File: src/rtl/char_freq_counter.sv
// char_freq_counter: byte-stream histogram with saturating counts, stable odd-even sort, held until taken.
module char_freq_counter #(
  parameter int MAX_CHAR_COUNT = 5,
  parameter int FREQ_W = 3,
  localparam int UW = $clog2(MAX_CHAR_COUNT + 1)
) (
  input  logic                          clk,
  input  logic                          reset,
  input  logic [7:0]                    char_in,
  input  logic                          char_valid,
  input  logic                          char_last,
  output logic                          char_ready,
  output logic [8*MAX_CHAR_COUNT-1:0]   data_out,
  output logic [FREQ_W*MAX_CHAR_COUNT-1:0] freq_out,
  output logic [UW-1:0]                 uniq_count,
  output logic                          out_valid,
  input  logic                          out_ready,
  output logic                          overflow
);
  localparam int N = MAX_CHAR_COUNT;
  typedef enum logic [1:0] {IDLE, ACCUM, SORT, HOLD} state_t;
  state_t state, state_nxt;
  logic [7:0] ch [N];
  logic [7:0] ch_nxt [N];
  logic [FREQ_W-1:0] fq [N];
  logic [FREQ_W-1:0] fq_nxt [N];
  logic [UW-1:0] uniq, uniq_nxt, pass, pass_nxt;
  logic ov, ov_nxt, accept, hit_any;
  logic [N-1:0] occ, hit;
  assign char_ready = (state == IDLE) || (state == ACCUM);
  assign out_valid = state == HOLD;
  assign accept = char_valid & char_ready;
  assign uniq_count = uniq;
  assign overflow = ov;
  assign hit_any = |hit;
  for (genvar g = 0; g < N; g++) begin : g_pack
    assign data_out[8*g +: 8] = ch[g];
    assign freq_out[FREQ_W*g +: FREQ_W] = fq[g];
  end
  always_comb begin
    occ = '0;
    hit = '0;
    for (int i = 0; i < N; i++) begin
      occ[i] = UW'(i) < uniq;
      hit[i] = occ[i] && (ch[i] == char_in);
    end
  end
  always_comb begin
    state_nxt = state;
    unique case (state)
      IDLE, ACCUM: if (accept) state_nxt = char_last ? SORT : ACCUM;
      SORT: if (pass == UW'(N - 1)) state_nxt = HOLD;
      HOLD: if (out_ready) state_nxt = IDLE;
      default: state_nxt = IDLE;
    endcase
  end
  always_comb begin
    ch_nxt = ch;
    fq_nxt = fq;
    uniq_nxt = uniq;
    ov_nxt = ov;
    pass_nxt = pass;
    if (accept) begin
      pass_nxt = '0;
      for (int i = 0; i < N; i++)
        if (hit[i]) fq_nxt[i] = &fq[i] ? fq[i] : fq[i] + FREQ_W'(1);
      if (!hit_any && uniq == UW'(N)) ov_nxt = 1'b1;
      else if (!hit_any) begin
        for (int i = 0; i < N; i++)
          if (UW'(i) == uniq) begin
            ch_nxt[i] = char_in;
            fq_nxt[i] = FREQ_W'(1);
          end
        uniq_nxt = uniq + UW'(1);
      end
    end else if (state == SORT) begin
      pass_nxt = pass + UW'(1);
      // Strict compare keeps ties in first-appearance order; occ[i+1] implies occ[i].
      for (int i = 0; i < N - 1; i++)
        if (i[0] == pass[0] && occ[i+1] && fq[i] > fq[i+1]) begin
          ch_nxt[i] = ch[i+1];
          ch_nxt[i+1] = ch[i];
          fq_nxt[i] = fq[i+1];
          fq_nxt[i+1] = fq[i];
        end
    end else if (state == HOLD && out_ready) begin
      for (int i = 0; i < N; i++) begin
        ch_nxt[i] = '0;
        fq_nxt[i] = '0;
      end
      uniq_nxt = '0;
      ov_nxt = 1'b0;
    end
  end
  always_ff @(posedge clk or negedge reset)
    if (!reset) state <= IDLE;
    else state <= state_nxt;
  always_ff @(posedge clk or negedge reset)
    if (!reset) begin
      for (int i = 0; i < N; i++) begin
        ch[i] <= '0;
        fq[i] <= '0;
      end
      uniq <= '0;
      ov <= 1'b0;
      pass <= '0;
    end else begin
      ch <= ch_nxt;
      fq <= fq_nxt;
      uniq <= uniq_nxt;
      ov <= ov_nxt;
      pass <= pass_nxt;
    end
endmodule

File: config.mk
export PLATFORM = sky130hd
export DESIGN_NAME = char_freq_counter
export DESIGN_NICKNAME = d
export VERILOG_FILES = /design/src/rtl/char_freq_counter.sv
export SDC_FILE = /design/constraint.sdc
export NUM_CORES = 1
export LEC_CHECK = 0
export CAP_MARGIN = 0
export CORE_MARGIN = 3
export CORE_UTILIZATION = 55
export CTS_CLUSTER_SIZE = 12
export DETAILED_ROUTE_END_ITERATION = 8
export PLACE_DENSITY = 0.87
export SYNTH_ARGS = -nofsm -noshare
export SYNTH_HDL_FRONTEND = slang
export SYNTH_SLANG_ARGS = --single-unit
File: constraint.sdc
create_clock -name clk -period 5.65 [get_ports clk]
set_clock_uncertainty 0.05 [all_clocks]
set_input_delay 1.13 -clock clk [delete_from_list [all_inputs] [get_ports clk]]
set_output_delay 1.13 -clock clk [all_outputs]
set_load 0.005 [all_outputs]
==> results of run 1 <==
cell families (layout without fill, tap and decap cells):
logic type	after synthesis	after routing	share of synthesized area (%)
AO/OA/AOI/OAI	199	199	28.8
AND/OR/NAND/NOR	119	119	12.9
buffers and inverters	69	128	6.26
flip-flops	64	64	34.7
XOR/XNOR	41	41	7.78
adder cells (fa/ha/maj)	23	23	6.23
multiplexers	14	14	3.28
layout make-up:
cell class	count	area (µm²)
fillers	584	2310
multi-input cells	396	2730
flip-flops and latches	64	1600
clock inverters	5	103
clock buffers	11	151
inverters	32	120
well taps	102	128
repair buffers	80	778
sequential cells by signal, summed over array words and instances (netlist names):
| register | count |
|---|---|
| freq_out | 15 |
| overflow | 1 |
| uniq_count | 3 |
| data_out | 40 |
| pass | 3 |
| state | 2 |
through the flow:
step	instance area [µm²]	power, W
floorplan	4620	0.00203
finish	5610	0.00334
global route	5610	0.00354
CTS	5610	0.00330
global placement	5360	0.00270
detailed placement	5360	0.00277
metal layers:
layer | wire, µm | global-route usage [%] | vias to the layer above | part of all wire [%]
met4 | 508 | 15.7 | 0 | 3.6
li1 | - | - | 2040 | -
met2 | 6770 | 48.0 | 322 | 48
met3 | 1380 | 5.38 | 55 | 9.7
met5 | 0 | 0 | - | 0
met1 | 5570 | 37.5 | 2209 | 39
power by group:
| group | leakage (nW) | switching [W] | internal (W) | total [W] |
|---|---|---|---|---|
| clock network | 0.126 | 0.000194 | 0.000317 | 0.000510 |
| registers | 0.809 | 0.000351 | 0.000659 | 0.00101 |
| logic | 1.32 | 0.000947 | 0.000874 | 0.00182 |
| total | 2.26 | 0.00149 | 0.00185 | 0.00334 |
worst paths after layout:
kind,startpoint,end,slack [ns]
min,overflow,overflow,0.47
min reg2reg,overflow,overflow,0.47
max in group asynchronous,reset,data_out[32],4.07
max,char_in[6],data_out[36],1.57
max reg2reg,uniq_count[2],data_out[36],2.46
min in group asynchronous,reset,pass[2],0.91
synthesized netlist by cell type, drive strengths merged, types with 10 or more instances:
| library cell | count | share of area, % |
|---|---|---|
| xnor2 | 28 | 5.3 |
| nor2 | 27 | 2.4 |
| nand3 | 10 | 1.1 |
| o21ai | 52 | 5.6 |
| xor2 | 13 | 2.5 |
| a21oi | 53 | 6.2 |
| ha | 23 | 6.2 |
| a2bb2oi | 18 | 3.4 |
| clkbuf | 19 | 1.5 |
| buf | 18 | 2.1 |
| dfrtp | 64 | 35 |
| a22oi | 22 | 3.6 |
| nand2 | 48 | 3.9 |
| inv | 32 | 2.6 |
==> results.md, run 1 <==
- Die X: 97.6 µm
- Post-synth ARST share: 100%
- Final hold violation count: 0
- Commonest cells after routing, fill and taps aside: 72 x clkdlybuf4s50_1, 64 x dfrtp_1, 49 x a21oi_1
- Routed wirelength normalized by instance count: 20.6 µm
- WP data required: 5.87 ns
- Length of the first detailed-routing pass in iterations: 5
- Mapped cell area: 4620 µm²
- Share of cells above drive strength 1: 6.46%
- Clock transition at path regs: 0.08 ns
- Setup TNS: 0 ns
- Initial DRC count: 453
- Setup violators final: 0
- PD cells: 595 nW/µm²
- Post-DRT Antenna Nets: 0
- Slew headroom: 17.4%
- CTS tree: built
- Placed insts: 674
- Rows: 32
- Routed Wire Length: 14200 µm
- DP HPWL: 9450 µm
- PortBufs: 73
- Final nets: 619
- Post-layout instance count excluding filler cells: 690
- Die height: 97.6 µm
- CP Launch Type: input port
- Core box area: 7930 µm²
- Arr. time, crit path: 4.30 ns
- Hold crit path type: flip-flop to flip-flop
- Largest net degree at the start of global routing: 65
- Fraction of the yosys area taken by sequential cells: 34.7%
- Drt drc: 0
- Hold Path Cell Cnt: 1
- Period Utilization, post-route: 72.2%
- Cell variety after synth: 57
- CP max FO: 12
- CTS Buffer Depth: 2
- Top delay family on crit path: simple AND/OR/NAND/NOR gates
- Max-Cap Viols: 0
- Ports: 74
- Root buffer cell: clkbuf_8
- Total number of vias: 4626
- Layout overhead on the synthesized area: 21.6%
- Top_reg_cell synth: dfrtp_1
- Global Route Usage Sum: 29.6%
- Setup CP Type: input port to flip-flop
- Total grt overflow: 0
- Achievable Freq: 0.245 GHz
- Syn_nets: 565
- RePlAce Congestion: 0.924
- Htree depth: 3
- First-pass GRT wire length: 23000 µm
- Worst slew pin tran: 1.24 ns
- Avg Synthesized Cell Area: 8.73 µm²
- CP max stage cell: clkdlybuf4s50_1
- Place WS: 1.36 ns
- Yosys warning count: 0
- Slew Limit Fails: 0
- Worst path bufs/invs: 1
- Hold-fix buffers at CTS: 0
- Fin crit period: 4.08 ns
- Most common cell after layout, fill and taps aside: clkdlybuf4s50_1
- Unrepaired setup endpoints after global routing: false
- Maximum VDD drop: 0.000313 V
- Cells after synthesis: 529
- CP Capture Type: flip-flop
- Starting Density: 58.2%
- Vias per inst: 6.70
- Clk sinks: 64
- Reg2Reg Depth: 6
- LEAKAGE: 2.26 nW
- Critical-path cell list: clkdlybuf4s50_1 > xor2_1 > nor4_1 > o311a_1 > nor4_4 > nand4b_1 > a21oi_2 > a2bb2oi_1
- Number of cells on the critical path: 8
- Status: completed
- Post-CTS setup buffers: 0
- Clk_lat worst skew: 0.36 ns
- Initial antenna violation count: 0
- Die area: 9530 µm²
- Slowest stage delay, CP: 0.80 ns
- Cts repair resizes: 0
- Diodes inserted: 0
- Number of synthesized flops with an enable pin: 0
- Fin util: 70.8%
- Post-route worst setup slack: 1.57 ns
- TritonCTS buffer count: 9
- Vias in the first global route: 4555
- Yosys reg bits: 64
- Hold WS: 0.467 ns
Note: power is estimated with default switching activity, not from simulation.
==> run 2, diff against run 1 <==
Settings changed: CORE_UTILIZATION 55 to 49, PLACE_DENSITY 0.87 to 0.82.
Clock period 5.65 ns to 3.66 ns, I/O delays scaled along.
==> results.md, run 2 (synthesis results as in run 1) <==
- Period Utilization, post-route: 89.4%
- CTS Buffer Depth: 2 (unchanged)
- Slew headroom: 30.4% (+13 points)
- Design area: 5660 µm² (+0.74%)
- GR Layer Usage met1: 37.8% (+0.27 points)
- Fin util: 63.3% (-7.5 points)
- Setup CP Type: input port to flip-flop
- CP Capture Type: flip-flop
- Setup TNS: 0 ns (unchanged)
- Root buffer cell: clkbuf_8
- Clk_lat worst skew: 0.36 ns (about the same)
- Final nets: 631 (+1.9%)
- Share of cells above drive strength 1: 8.17% (+1.7 points)
- Place WS: 0.143 ns (-1.22 ns)
- PortBufs: 73 (unchanged)
- Layout overhead on the synthesized area: 22.5%
- Routed Wire Length: 14700 µm (+3.1%)
- Post-route worst setup slack: 0.390 ns (-1.18 ns)
- Rows: 34 (+6.3%)
- First-pass GRT wire length: 24000 µm (+4.5%)
- Slowest stage delay, CP: 0.69 ns (-0.11 ns)
- Setup violators final: 0 (unchanged)
- Initial DRC count: 471 (+4.0%)
- Placed insts: 692 (+2.7%)
- Hold-fix buffers at CTS: 0 (unchanged)
- Global Route Usage Sum: 28.9% (-0.70 points)
- Slew Limit Fails: 0 (unchanged)
- Commonest cells after routing, fill and taps aside: 72 x clkdlybuf4s50_1, 64 x dfrtp_1, 49 x a21oi_1
- Initial antenna violation count: 0 (unchanged)
- Vias in the first global route: 4612 (+1.3%)
- Met2 GRT Util: 45.9% (-2.1 points)
- Length of the first detailed-routing pass in iterations: 7 (+2)
- Fillers: 745 (+28%)
- Die area: 10600 µm² (+11%)
- Most common cell after layout, fill and taps aside: clkdlybuf4s50_1
- Unrepaired setup endpoints after global routing: false
- Vias per inst: 6.56 (-2.2%)
- Post-layout instance count excluding filler cells: 708 (+2.6%)
- TritonCTS buffer count: 9 (unchanged)
- LEAKAGE: 2.29 nW (+1.5%)
- Hold crit path type: flip-flop to flip-flop
- Fin crit period: 3.27 ns
- CP max stage cell: clkdlybuf4s50_1
- Htree depth: 3 (unchanged)
- Achievable Freq: 0.306 GHz
- CP max FO: 10 (-2)
- GR peak layer: met2
- Starting Density: 51.7% (-6.6 points)
- Status: completed
- WP data required: 3.88 ns (-1.99 ns)
- Die X: 103 µm (+5.6%)
- CP Launch Type: input port
- Largest net degree at the start of global routing: 65 (unchanged)
- Post-DRT Antenna Nets: 0 (unchanged)
- Post-CTS setup buffers: 0 (unchanged)
- Max reg flops: 40 (unchanged)
- CTS tree: built
- Final hold violation count: 0 (unchanged)
- Max-Cap Viols: 0 (unchanged)
- Routed wirelength normalized by instance count: 20.7 µm (+0.48%)
- Maximum VDD drop: 0.000552 V (+76%)
- PD cells: 894 nW/µm² (+50%)
- Arr. time, crit path: 3.50 ns (-0.80 ns)
- Ports: 74 (unchanged)
- Clock transition at path regs: 0.08 ns (about the same)
- Core box area: 8930 µm² (+13%)
- Diodes inserted: 0 (unchanged)
- Worst slew pin tran: 1.04 ns (-0.199 ns)
- Drt drc: 0 (unchanged)
- Total number of vias: 4644 (+0.39%)
- Critical-path cell list: clkdlybuf4s50_1 > xor2_1 > nor4_1 > o311a_1 > nor4_4 > nand3b_1 > buf_4 > o21ai_1 > a32oi_1
- DP HPWL: 10200 µm (+8.0%)
- Die height: 103 µm (+5.6%)
- Cts repair resizes: 0 (unchanged)
- Total grt overflow: 0 (unchanged)
- Placed Area: 5460 µm² (+1.8%)
- RePlAce Congestion: 0.932 (+0.89%)
- GR Layer Usage met3: 5.07% (-0.31 points)
- Clk sinks: 64 (unchanged)
run 2: final timing paths:
check                      slack (ns)  cells past startpoint            to   startpoint
min                              0.46                      1      overflow     overflow
max in group asynchronous        2.47                      2   freq_out[3]        reset
min in group asynchronous        0.48                      2      state[0]        reset
max reg2reg                      0.68                      7  data_out[35]  freq_out[9]
max                              0.39                      9   data_out[7]   char_in[6]
min reg2reg                      0.46                      1      overflow     overflow
run 2: worst max-delay path, delay by kind of cell:
family                    cells  cell delay, ns
buffers and inverters         2            0.91
xor gates and xnor gates      1            0.28
AOI/OAI and AO/OA             3            0.67
and+or+nand+nor               3            0.89
run 2: area by class of cell:
type	instances	area [µm²]	area share (%)
Clock buffer	11	141	2.50
Sequential cell	64	1600	28.3
Inverter	32	120	2.12
Multi-Input combinational cell	396	2730	48.3
Tap cell	108	135	2.39
Clock inverter	5	56.3	0.996
Timing Repair Buffer	92	868	15.4
run 2: routing by layer:
layer / up-vias / routed length (µm) / part of all wire [%]
met2: 283 / 7060 / 48
li1: 2061 / - / -
met3: 48 / 1250 / 8.5
met5: - / 0 / 0
met4: 0 / 417 / 2.8
met1: 2252 / 5950 / 41
run 2: power breakdown:
| group | switching (W) | total, W | internal [W] |
|---|---|---|---|
| Sequential | 0.000539 | 0.00156 | 0.00102 |
| Clock | 0.000319 | 0.000652 | 0.000333 |
| Combinational | 0.00147 | 0.00285 | 0.00137 |
| Total | 0.00233 | 0.00505 | 0.00272 |
run 2: per-stage QoR:
| stage | hold slack, ns | total power, W |
|---|---|---|
| floorplan | 0.386 | 0.00313 |
| global placement | 0.431 | 0.00423 |
| detailed placement | 0.453 | 0.00434 |
| CTS | 0.469 | 0.00500 |
| global route | 0.482 | 0.00536 |
| finish | 0.459 | 0.00505 |
==> patch 1, RTL diff (settings of run 2) <==
Re-encode `state_t` (4 states) as one-hot, 4 bits wide.
--- a/src/rtl/char_freq_counter.sv
+++ b/src/rtl/char_freq_counter.sv
@@ -20,3 +20,3 @@
   localparam int N = MAX_CHAR_COUNT;
-  typedef enum logic [1:0] {IDLE, ACCUM, SORT, HOLD} state_t;
+  typedef enum logic [3:0] {IDLE = 4'b0001, ACCUM = 4'b0010, SORT = 4'b0100, HOLD = 4'b1000} state_t;
   state_t state, state_nxt;
Behaviour: same outputs for any inputs over 4 cycles, from zero or initial values and one cycle with reset low; so few cycles prove little.
==> patch 1 against run 2 <==
- sequential power shrank 9%
- final cell count increased by 0.14%
- critical endpoint is now data_out[5]
- sequential cell count up 2
- cell area is 2.7% higher
- total power shrank 11%
- setup slack improved by 0.14 ns
- clock power down 2%
- routed wire length fell by 5.5%
- largest power group unchanged
- area after synthesis increased by 3.7%
- global-route usage decreased by 3.4 points
- highest routed layer unchanged
==> patch 1: results (changes against run 2) <==
| Metric | Value |
|---|---|
| # H-tree levels | 3 (unchanged) |
| Clock buffer depth | 2 (unchanged) |
| CTS resizes | 0 (unchanged) |
| Maximum vdd drop | 381 µV (was 552 µV) |
| GRT Total Usage | 0.255 (was 0.289) |
| Maxcap violations | 0 (unchanged) |
| Antenna cells | 0 (unchanged) |
| Placed Area | 5610 µm² (was 5460 µm²) |
| Sequential area share after synthesis | 0.345 (was 0.347) |
| Unique masters post-synth | 67 (was 57) |
| Asr flop ratio synth | 1.00 (unchanged) |
| Rel. slew slack | 0.404 (was 0.304) |
| YS warnings | 0 (unchanged) |
| Origin of the worst setup path | char_in[4] (was char_in[6]) |
| First-pass DRT Iterations | 6 (was 7) |
| CP Max Fanout | 9 (was 10) |
| Post-CTS Setup Inserts | 0 (unchanged) |
| Share of layout cells above drive strength 1 | 0.114 (was 0.0817) |
| Port bufs | 73 (unchanged) |
| Status | complete, no violations (unchanged) |
| First-pass GRT wire length | 22800 µm (was 24000 µm) |
| Worst reg2reg startpoint | freq_out[7] (was freq_out[9]) |
| CTS root buf | clkbuf_8 (unchanged) |
| Leakage | 2.44 nW (was 2.29 nW) |
| Post-synth top cells | nand2_1, dfrtp_1, xnor2_1 (was dfrtp_1, a21oi_1, nand2_1) |
| Largest net degree at the start of global routing | 39 (was 65) |
| Critical-path top delay cell | clkdlybuf4s50_1 (unchanged) |
| Dpl ws | 0.260 ns (was 0.143 ns) |
| Fillcell total | 781 (was 745) |
| Max reg flops | 40 (unchanged) |
| Final HPWL from detailed placement | 10000 µm (was 10200 µm) |
| Initial antenna violation count | 0 (unchanged) |
| Clk_lat worst skew | 0.36 ns (about the same) |
| Worst hold path type | in -> async (was reg -> reg) |
| RD Place Congestion | 0.983 (was 0.932) |
| Largest stage delay, worst path | 0.60 ns (was 0.69 ns) |
| Number of buffers created by CTS | 9 (unchanged) |
| WL/cell | 19.6 µm (was 20.7 µm) |
| Delay-heaviest family, CP | simple AND/OR/NAND/NOR gates (was buffers and inverters) |
| Syn_nets | 540 (was 565) |
| Vias post-DR | 4387 (was 4644) |
| # nets final | 611 (was 631) |
| Initial DRC count | 447 (was 471) |
| Clk slew on worst S/H paths | 0.09 ns |
| Top cells by area, synth | dfrtp_1, xnor2_1, ha_1 (was dfrtp_1, ha_1, a21oi_1) |
==> patch 1: cell types whose count changed in the layout (fill, tap and decap cells not counted), moves of 7 or more <==
cell,change
mux2i_1,+7
o21ai_0,+9
a222oi_1,+9
o21ai_1,-28
inv_1,-12
o22a_1,-7
a21oi_1,-22
mux2_4,+16
nand2_1,+26
a22oi_1,-10
a2bb2oi_1,-17
a32oi_1,-8
xnor2_1,+7
mux2_1,+8
==> patch 1: area by class of cell <==
type	count	area [µm²]	share of cell area
clock buffers	9	124	0.0213
clock inverters	7	77.6	0.0134
inverters	20	75.1	0.0129
multi-input cells	392	2900	0.498
flip-flops and latches	66	1650	0.284
well taps	129	161	0.0278
repair buffers	86	823	0.142
==> patch 1: where the power goes <==
group          internal, mW  total (mW)  switching (mW)
registers             0.972        1.42           0.448
clock network         0.319       0.639           0.320
logic                  1.20        2.44            1.24
total                  2.49        4.50            2.01
==> patch 1: cells by family after synthesis <==
kind of cell             count (synthesis)  share of synthesized area
flip-flops                              66                      0.345
AND/OR/NAND/NOR                        155                      0.159
adder cells (fa/ha/maj)                 23                     0.0601
buffers and inverters                   46                     0.0492
XOR/XNOR                                44                     0.0805
multiplexers                            45                      0.115
AO/OA/AOI/OAI                          125                      0.190
==> patch 1: metrics by stage <==
step / std cells / power [mW] / utilization / hold WS (ns)
6_report: 709 / 4.50 / 0.620 / 0.447
5_1_grt: 709 / 4.78 / 0.620 / 0.487
4_1_cts: 709 / 4.48 / 0.620 / 0.473
3_5_place_dp: 693 / 3.82 / 0.599 / 0.458
3_3_place_gp: 693 / 3.72 / 0.599 / 0.454
2_1_floorplan: 504 / 2.90 / - / 0.386
==> patch 1: routing by layer <==
layer / share of wire / track usage / wire length (µm)
met1: 0.40 / 0.334 / 5520
met4: 0.031 / 0.102 / 425
met5: 0 / 0 / 0
met2: 0.48 / 0.416 / 6670
met3: 0.091 / 0.0463 / 1260
==> patch 1: worst paths after layout <==
path	end	slack (ns)	depth (start not counted)
setup reg to reg	data_out[17]	0.64	9
setup / recovery	data_out[5]	0.53	8
hold / removal	freq_out[1]	0.45	1
min in group clk	overflow	0.47	1
max in group asynchronous	data_out[31]	2.19	2
hold reg to reg	overflow	0.47	1
==> patch 2, RTL diff (flow settings as in run 2) <==
Made on the original files. The parameter `MAX_CHAR_COUNT` goes from 5 to 6.
--- a/src/rtl/char_freq_counter.sv
+++ b/src/rtl/char_freq_counter.sv
@@ -2,3 +2,3 @@
 module char_freq_counter #(
-  parameter int MAX_CHAR_COUNT = 5,
+  parameter int MAX_CHAR_COUNT = 6,
   parameter int FREQ_W = 3,
Ports: changed (resized data_out and freq_out); port bits go from 74 to 85. No check against the original RTL was run, so the function may have changed too.
==> patch 2 against run 2 <==
- setup slack lost 0.083 ns
- area after synthesis up 16%
- die area up 15%
- via count increased by 15%
- critical endpoint is now data_out[42]
- cell area increased by 19%
- synthesized cell count rose by 14%
- non-clock buffer count is 29 higher
- total power up 5.0%
- sequential cell count grew 11
- routed wire length up 20%
- highest routed layer unchanged
- first-iteration DRC count is 11% lower
==> patch 2: results (changes against run 2) <==
| Metric | Value |
|---|---|
| Max reg flops | 48 (was 40) |
| Clock buf/inv share | 0.0331 (was 0.0350) |
| Total area of sequential cells | 1880 µm² (was 1600 µm²) |
| Final HPWL from detailed placement | 12700 µm (was 10200 µm) |
| Invs w/o clock | 26 (was 32) |
| Multi-input gate area | 3240 µm² (was 2730 µm²) |
| Rel. slew slack | 0.337 (was 0.304) |
| Vias in the first global route | 5441 (was 4612) |
| Clock share of power | 0.140 (was 0.129) |
| Unique masters post-synth | 59 (was 57) |
| GR Util met2 | 0.449 (was 0.459) |
| Buffering overhead | 0.166 (was 0.154) |
| Worst reg2reg startpoint | freq_out[11] (was freq_out[9]) |
| Cell depth of the worst min-delay path | 2 (was 1) |
| Initial DRC count | 420 (was 471) |
| Largest net degree at the start of global routing | 76 (was 65) |
| M3 GR Usage | 0.0622 (was 0.0507) |
| Leakage | 2.93 nW (was 2.29 nW) |
| Dpl ws | -0.00405 ns (was 0.143 ns) |
| Maximum vdd drop | 434 µV (was 552 µV) |
| # nets final | 739 (was 631) |
| Area Growth Syn to Fin | 25.0% (was 22.5%) |
| R2R cell count | 9 (was 7) |
| CP Max Fanout | 9 (was 10) |
| Critical path arrival | 3.54 ns (was 3.50 ns) |
| Post-synth top cells | nand2_1, dfrtp_1, o21ai_0 (was dfrtp_1, a21oi_1, nand2_1) |
| Fillcell total | 882 (was 745) |
| Placed Area | 6500 µm² (was 5460 µm²) |
| Dpl cells | 825 (was 692) |
| Largest stage delay, worst path | 0.72 ns (was 0.69 ns) |
| Status | complete, no violations (unchanged) |
| Post-Syn Instances | 601 (was 529) |
| M1 GR Usage | 0.367 (was 0.378) |
patch 2: cell types whose count changed in the layout (fill, tap and decap cells not counted), sizes merged, moves of 11 or more:
cell                  run 2  this run
mux2                      9        31
clkdlybuf4s50            72        83
nand2                    48        92
dfrtp                    64        75
o21ai                    52        40
a21oi                    53        31
buf                      20        38
patch 2: cells by family after synthesis:
logic type	after synthesis	synth area share
adder cells (fa/ha/maj)	26	0.0605
flip-flops	75	0.349
AND/OR/NAND/NOR	177	0.151
buffers and inverters	59	0.0498
AO/OA/AOI/OAI	171	0.221
multiplexers	44	0.0891
XOR/XNOR	49	0.0798
patch 2: final timing paths:
check / to / slack, ns
worst min-delay path: overflow / 0.44
worst min register to register: overflow / 0.44
worst max register to register: freq_out[11] / 0.76
max in group asynchronous: freq_out[11] / 2.42
min in group asynchronous: freq_out[4] / 0.46
worst max-delay path: data_out[42] / 0.31
